--- src/rtl/serial_adder_n.sv ---
// -----------------------------------------------------------------------------
// serial_adder_n
//   Multi-cycle adder/subtractor. WIDTH-bit operands are processed DIGIT bits
//   per clock with a registered carry between digits, trading latency for area.
//
//   Operation: a + b + cin (sub = 0) or a - b (sub = 1, cin ignored).
//   Subtraction is done as a + ~b + 1, so cout = 1 means "no borrow".
//
// Parameters
//   WIDTH  operand/result width in bits (>= 2)
//   DIGIT  bits processed per clock; must divide WIDTH exactly
//
// Ports
//   clk    in   rising-edge clock
//   reset  in   synchronous active-high reset, dominates all other inputs
//   start  in   request a new operation (only looked at in IDLE)
//   sub    in   0 = add, 1 = subtract
//   a, b   in   operands, captured on an accepted start
//   cin    in   carry-in for add mode, captured on an accepted start
//   sum    out  result, valid from done until the next accepted start
//   cout   out  final carry out
//   ovf    out  two's-complement overflow of the result
//   busy   out  high while digits are being processed
//   done   out  one-cycle pulse when sum/cout/ovf become valid
// -----------------------------------------------------------------------------
module serial_adder_n #(
    parameter int WIDTH = 8,
    parameter int DIGIT = 1
) (
    input  logic             clk,
    input  logic             reset,
    input  logic             start,
    input  logic             sub,
    input  logic [WIDTH-1:0] a,
    input  logic [WIDTH-1:0] b,
    input  logic             cin,
    output logic [WIDTH-1:0] sum,
    output logic             cout,
    output logic             ovf,
    output logic             busy,
    output logic             done
);

    localparam int N     = WIDTH / DIGIT;
    localparam int CNT_W = $clog2(N) + 1;
    localparam logic [CNT_W-1:0] LAST_DIGIT = CNT_W'(N - 1);

    // Elaboration-time parameter sanity checks
    if (WIDTH < 2) begin : g_bad_width
        $fatal(1, "serial_adder_n: WIDTH must be at least 2");
    end
    if ((WIDTH % DIGIT) != 0) begin : g_bad_digit
        $fatal(1, "serial_adder_n: DIGIT must divide WIDTH exactly");
    end

    typedef enum logic [1:0] {
        S_IDLE = 2'd0,
        S_RUN  = 2'd1,
        S_DONE = 2'd2
    } state_t;

    state_t             state_q, state_d;
    logic [WIDTH-1:0]   a_q, a_d;
    logic [WIDTH-1:0]   b_q, b_d;
    logic               carry_q, carry_d;
    logic [CNT_W-1:0]   cnt_q, cnt_d;
    logic [WIDTH-1:0]   sum_q, sum_d;
    logic               cout_q, cout_d;
    logic               ovf_q, ovf_d;
    logic               busy_q, busy_d;
    logic               done_q, done_d;

    logic [DIGIT:0]       digit_s;
    logic                 msb_cin_s;
    logic                 digit_ovf_s;
    logic [WIDTH+DIGIT-1:0] shift_wide_s;
    logic                 last_s;

    // Digit adder and overflow derivation for the current digit
    always_comb begin
        digit_s      = {1'b0, a_q[DIGIT-1:0]} + {1'b0, b_q[DIGIT-1:0]}
                     + {{DIGIT{1'b0}}, carry_q};
        // Carry into the top bit of this digit, recovered from its sum bit
        msb_cin_s    = digit_s[DIGIT-1] ^ a_q[DIGIT-1] ^ b_q[DIGIT-1];
        digit_ovf_s  = msb_cin_s ^ digit_s[DIGIT];
        // New digit enters from the MSB end; works even when DIGIT == WIDTH
        shift_wide_s = {digit_s[DIGIT-1:0], sum_q};
        last_s       = (cnt_q == LAST_DIGIT);
    end

    // State register and datapath registers (synchronous reset)
    always_ff @(posedge clk) begin
        if (reset) begin
            state_q <= S_IDLE;
            a_q     <= '0;
            b_q     <= '0;
            carry_q <= 1'b0;
            cnt_q   <= '0;
            sum_q   <= '0;
            cout_q  <= 1'b0;
            ovf_q   <= 1'b0;
            busy_q  <= 1'b0;
            done_q  <= 1'b0;
        end else begin
            state_q <= state_d;
            a_q     <= a_d;
            b_q     <= b_d;
            carry_q <= carry_d;
            cnt_q   <= cnt_d;
            sum_q   <= sum_d;
            cout_q  <= cout_d;
            ovf_q   <= ovf_d;
            busy_q  <= busy_d;
            done_q  <= done_d;
        end
    end

    // Next-state logic
    always_comb begin
        state_d = state_q;
        case (state_q)
            S_IDLE: begin
                if (start) begin
                    state_d = S_RUN;
                end else begin
                    state_d = S_IDLE;
                end
            end
            S_RUN: begin
                if (last_s) begin
                    state_d = S_DONE;
                end else begin
                    state_d = S_RUN;
                end
            end
            S_DONE:  state_d = S_IDLE;
            default: state_d = S_IDLE;
        endcase
    end

    // Datapath and registered-output next values
    always_comb begin
        a_d     = a_q;
        b_d     = b_q;
        carry_d = carry_q;
        cnt_d   = cnt_q;
        sum_d   = sum_q;
        cout_d  = cout_q;
        ovf_d   = ovf_q;
        case (state_q)
            S_IDLE: begin
                if (start) begin
                    a_d     = a;
                    b_d     = sub ? ~b : b;
                    carry_d = sub ? 1'b1 : cin;
                    cnt_d   = '0;
                end else begin
                    a_d     = a_q;
                end
            end
            S_RUN: begin
                a_d     = a_q >> DIGIT;
                b_d     = b_q >> DIGIT;
                carry_d = digit_s[DIGIT];
                cnt_d   = cnt_q + CNT_W'(1);
                sum_d   = shift_wide_s[WIDTH+DIGIT-1:DIGIT];
                if (last_s) begin
                    cout_d = digit_s[DIGIT];
                    ovf_d  = digit_ovf_s;
                end else begin
                    cout_d = cout_q;
                end
            end
            S_DONE: begin
                cnt_d = cnt_q;
            end
            default: begin
                cnt_d = '0;
            end
        endcase
        // Flags follow the state being entered so they are registered outputs
        busy_d = (state_d == S_RUN);
        done_d = (state_d == S_DONE);
    end

    assign sum  = sum_q;
    assign cout = cout_q;
    assign ovf  = ovf_q;
    assign busy = busy_q;
    assign done = done_q;

endmodule

--- config.mk ---
export PLATFORM = sky130hd
export DESIGN_NAME = serial_adder_n
export DESIGN_NICKNAME = d
export VERILOG_FILES = /design/src/rtl/serial_adder_n.sv
export SDC_FILE = /design/constraint.sdc
export NUM_CORES = 1
export LEC_CHECK = 0
export CORE_MARGIN = 1.5
export CORE_UTILIZATION = 30
export CTS_CLUSTER_DIAMETER = 40
export CTS_CLUSTER_SIZE = 40
export DETAILED_ROUTE_END_ITERATION = 6
export HOLD_SLACK_MARGIN = 0.1
export SYNTH_ARGS = -nofsm -noshare
export SYNTH_HDL_FRONTEND = slang
export SYNTH_SLANG_ARGS = --single-unit
--- constraint.sdc ---
create_clock -name clk -period 1.35 [get_ports clk]
set_input_delay 0.2025 -clock clk [delete_from_list [all_inputs] [get_ports clk]]
set_output_delay 0.2025 -clock clk [all_outputs]
set_load 0.005 [all_outputs]
Yosys cells after proc, flatten, opt, wreduce, memory -nomap -nowiden
Index checks and enable logic that the tools add are counted.
Cells by class
  $add $sub $neg: 3
  $mul: 0
  div/mod/pow operators: 0
  $lt $le $gt $ge: 0
  equal/unequal tests: 6
  shift-type cells: 0
  muxes and demuxes: 13
  bitwise logic cells: 5
  reductions and logical operators: 5
Operator list (number)
  one-hot mux 8 bit (2 select lines): 2
  two-way mux 8 bit: 3
  one-hot mux 4 bit (3 select lines): 1
  NOT 8 bit: 1
  AND reduction 2 bit: 3
  adder 4 x 1 -> 4 bit, second input constant: 1
  equality test 2 x 1 -> 1 bit, second input constant: 2
  equality test 2 bit, second input constant: 2
  equality test 4 x 3 -> 1 bit, second input constant: 1
  two-way mux 4 bit: 1
  one-hot mux 2 bit (2 select lines): 1
  two-way mux 1 bit: 3
  XOR 1 bit: 3
  adder 1 x 1 -> 2 bit: 1
  adder 2 x 1 -> 2 bit: 1
  zero test 2 bit: 1
  two-way mux 2 bit: 1
  inequality test 2 bit, second input constant: 1
  one-hot mux 1 bit (2 select lines): 1
  nonzero test 2 bit: 1
  NOT 1 bit: 1
Storage, ports and cells
  register bits after elaboration: 35
  latch bits: 0
  bits in writable memories: 0
  bits in read-only memories: 0
  output and inout port bits: 12
  word-level logic and storage cells: 42
  memories: 0

Longest topological paths before layout
  depth in word-level cells: 5
  mapped depth: 4

Worst setup path before layout
OpenSTA, ideal clock, no wires.
  path type: flip-flop to flip-flop
  start: register a_q[0]
  end: register ovf_q, in the netlist ovf
  library setup time: 86 ps
  arrival time: 1302 ps
  required time: 1264 ps
  setup slack: -37 ps
  stages on the path, launching flop included: 5
  buffers on the path: 0
  cell sequence: dfxtp_1 > fa_1 > xnor2_1 > xnor2_1 > a211oi_1
Between the ends
  cells in the longest elaborated chain, start to end: 5
RTL lines
  from (decl): line 63  | logic [WIDTH-1:0] a_q, a_d;
  from (signal assigned): line 95  | a_q <= '0;
  from (signal assigned): line 106  | a_q <= a_d;
  adder 1 x 1 -> 2 bit: line 81  | digit_s = {1'b0, a_q[DIGIT-1:0]} + {1'b0, b_q[DIGIT-1:0]}
  adder 2 x 1 -> 2 bit: line 82  | + {{DIGIT{1'b0}}, carry_q};
  net digit_s[0]: line 73  | logic [DIGIT:0] digit_s;
  XOR 1 bit (2 in a row): line 84  | msb_cin_s = digit_s[DIGIT-1] ^ a_q[DIGIT-1] ^ b_q[DIGIT-1];
  XOR 1 bit: line 85  | digit_ovf_s = msb_cin_s ^ digit_s[DIGIT];
  to (signal assigned): line 112  | ovf_q <= ovf_d;
  to (decl): line 69  | logic ovf_q, ovf_d;
The timed path passes the listed nets, and every way through them passes these cells.
A chain may end at the register's enable or synchronous reset.

Final worst setup path
Ends and elaborated chain as after synthesis.

==> flow_metrics.env <==
export IMPL_power_mw=2.24
export IMPL_hp_start="sum[0]"
export IMPL_holdPathStages=2
export IMPL_clk_pin_slew_worst_paths_ns=0.07
export IMPL_via_per_inst=4.58
export IMPL_syn_to_final_growth_pct=39.7
export IMPL_final_core_util=0.441
export IMPL_min_path_type="flip-flop to flip-flop"
export IMPL_final_common_cell="nand2_1"
export IMPL_slew_headroom=0.679
export IMPL_violations="setup timing"
export IMPL_dp_hpwl_um=2310
export IMPL_first_pass_iters=4
export IMPL_syn_inst=174
export IMPL_cp_data_required_time_ns=1.55
export IMPL_drive_gt1_frac=0.188
export IMPL_dieHeight_um=74.0
export IMPL_synth_area_per_cell_um2=8.69
export IMPL_initial_core_util=0.316
export IMPL_setup_viol=1
export IMPL_grt_max_degree=24
export IMPL_yosys_area_top_type_share=0.464
export IMPL_cellPowerDensity_nw_per_um2=1060
export IMPL_root_buffer="clkbuf_8"
export IMPL_grt_usage=0.132
export IMPL_htreeDepth=2
export IMPL_synth_edff_count=0
export IMPL_fmax_ghz=0.712
export IMPL_clockBufferDepth=2
export IMPL_rows=25
export IMPL_grt_pass1_vias=1224
export IMPL_fill_cells=481
export IMPL_ys_async_sr_fraction=0
export IMPL_crit_type="flip-flop to flip-flop"
export IMPL_synth_area_leaders="dfxtp_1 46%, nand2_1 8.2%, xnor2_1 6.4%"
export IMPL_dp_cells=277
export IMPL_worst_slack_ns=-0.0538
export IMPL_fin_crit_sh=1.04
export IMPL_endpoint_kind="flip-flop"
export IMPL_synth_yosys_seq_area_share=0.464
export IMPL_irDropWorstVdd_uv=545
export IMPL_crit_family="adder cells"
export IMPL_syn_area_um2=1510
export IMPL_cp_arrival_ns=1.60
export IMPL_antennaDiodeCount=0
export IMPL_tightestPinTransition_ns=0.479
export IMPL_antenna_left=0
export IMPL_finalNonFillerCells=285
export IMPL_r2r_start="a_q[0]"
export IMPL_synth_top_flop_cell="dfxtp_1"
export IMPL_final_cell_mix="32 x nand2_1, 25 x dfxtp_1, 25 x clkdlybuf4s50_1, 20 x nor2_1, 15 x buf_4"
export IMPL_ys_warn_count=0
export IMPL_outcome="finished, violations left"
export IMPL_antenna_found_initial=0
export IMPL_ios=33
export IMPL_slowest_delay_ns=0.58
export IMPL_fin_skew_ns=0.00900
export IMPL_timing_final_crit_period_ns=1.40
export IMPL_place_port_buffers=32
export IMPL_ys_types=31
export IMPL_synth_ff_latch_count=35
export IMPL_final_hold_viol_count=0
export IMPL_gp_congestion=0.796
export IMPL_gr_total_overflow=0
export IMPL_layout_nets=241
export IMPL_final_max_slew_violation_count=0
export IMPL_die_area_um2=5470
export IMPL_drc=0
export IMPL_rsz0062_at_grt="true"
export IMPL_die_w_um=74.0
export IMPL_wl_um=3180
export IMPL_p_leak_nw=0.896
export IMPL_core_area_um2=4790
export IMPL_cts_tree="built"
export IMPL_numCtsBuffers=5
export IMPL_synth_fp_nets=197
export IMPL_path_depth=4
export IMPL_crit_path_start_kind="flip-flop"
export IMPL_clock_latency_ns=0.28
export IMPL_crit_buf_inv=0
export IMPL_crit_chain="fa_1 > xnor2_1 > xnor2_1 > a211oi_1"
export IMPL_vias=1305
export IMPL_wl_per_cell_um=11.2
export IMPL_rr_worst_depth=4
export IMPL_max_cap_viol_count=0
export IMPL_drt_iter0_drc=85
export IMPL_ctsHoldBuffers=0
export IMPL_yosys_area_top_type="dfxtp_1"
export IMPL_clock_sinks=35
export IMPL_grt_pass1_wl_um=5550
export IMPL_crit_top_cell="xnor2_1"
export IMPL_tns_ns=-0.0538
export IMPL_crit_path_max_fanout=2
export IMPL_cp_slowest_cell="fa_1"
export IMPL_critPathLaunch="a_q[0]"
metal layers:
layer  track usage  part of all wire  wire [um]
met1         0.173              0.48       1540
met2         0.204              0.45       1450
met3        0.0420             0.046        145
met4        0.0494             0.016         51
met5             0                 0          0
worst reg2reg max path: stages (launching register included):
cell and delay [ns]:
dfxtp_2 0.33, fa_1 0.58, xnor2_1 0.14, xnor2_1 0.09, a211oi_1 0.18
what timing repair did:
item	CTS	global route
gates resized for setup	8	13
setup buffers	1	1
endpoints found under the setup margin	8	19
pin swaps	2	2
registers in the layout (all words and copies together) (netlist names):
signal / flops
carry_q: 1
sum: 8
busy: 1
a_q: 8
done: 1
cnt_q: 4
state_q: 2
b_q: 8
ovf: 1
cout: 1
final timing paths:
| check | to | slack (ns) |
|---|---|---|
| setup reg to reg | ovf | -0.05 |
| setup / recovery | ovf | -0.05 |
| hold / removal | sum[0] | 0.45 |
| hold reg to reg | sum[0] | 0.45 |
area by class of cell:
| cell class | count | area, um^2 | share of cell area |
|---|---|---|---|
| Multi-Input combinational cell | 125 | 748 | 0.354 |
| Sequential cell | 35 | 713 | 0.338 |
| Timing Repair Buffer | 48 | 467 | 0.221 |
| Tap cell | 67 | 83.8 | 0.0397 |
| Clock buffer | 6 | 82.6 | 0.0391 |
| Inverter | 3 | 11.3 | 0.00533 |
| Clock inverter | 1 | 5.00 | 0.00237 |
cells in the mapped netlist (all sizes together) (7+ instances only):
master,n
a211oi,8
a21oi,11
nor2,20
xnor2,11
o21ai,8
a311oi,7
nand2,33
dfxtp,35
buf,8
metrics by stage:
step,setup WS (ns),hold slack [ns],cell area [um^2]
finish,-0.0538,0.454,2110
global route,-0.118,0.486,2110
CTS,-0.0648,0.460,2080
detailed placement,-0.198,0.452,1980
global placement,-0.147,0.447,1980
floorplan,0.00676,0.271,1510
report_power, final:
| part | switching [mW] | total, mW | internal [mW] |
|---|---|---|---|
| clock | 0.353 | 0.753 | 0.400 |
| sequential | 0.0322 | 1.12 | 1.09 |
| combinational | 0.164 | 0.363 | 0.198 |
cell families after synthesis:
| family | count (synthesis) | share of synthesized area |
|---|---|---|
| buf+inv | 14 | 0.0480 |
| mux | 1 | 0.00662 |
| xor+xnor | 13 | 0.0753 |
| fa+ha+maj | 2 | 0.0215 |
| compound gates | 42 | 0.191 |
| flops | 35 | 0.464 |
| simple gates | 67 | 0.194 |
(Power assumes the default switching activity.)
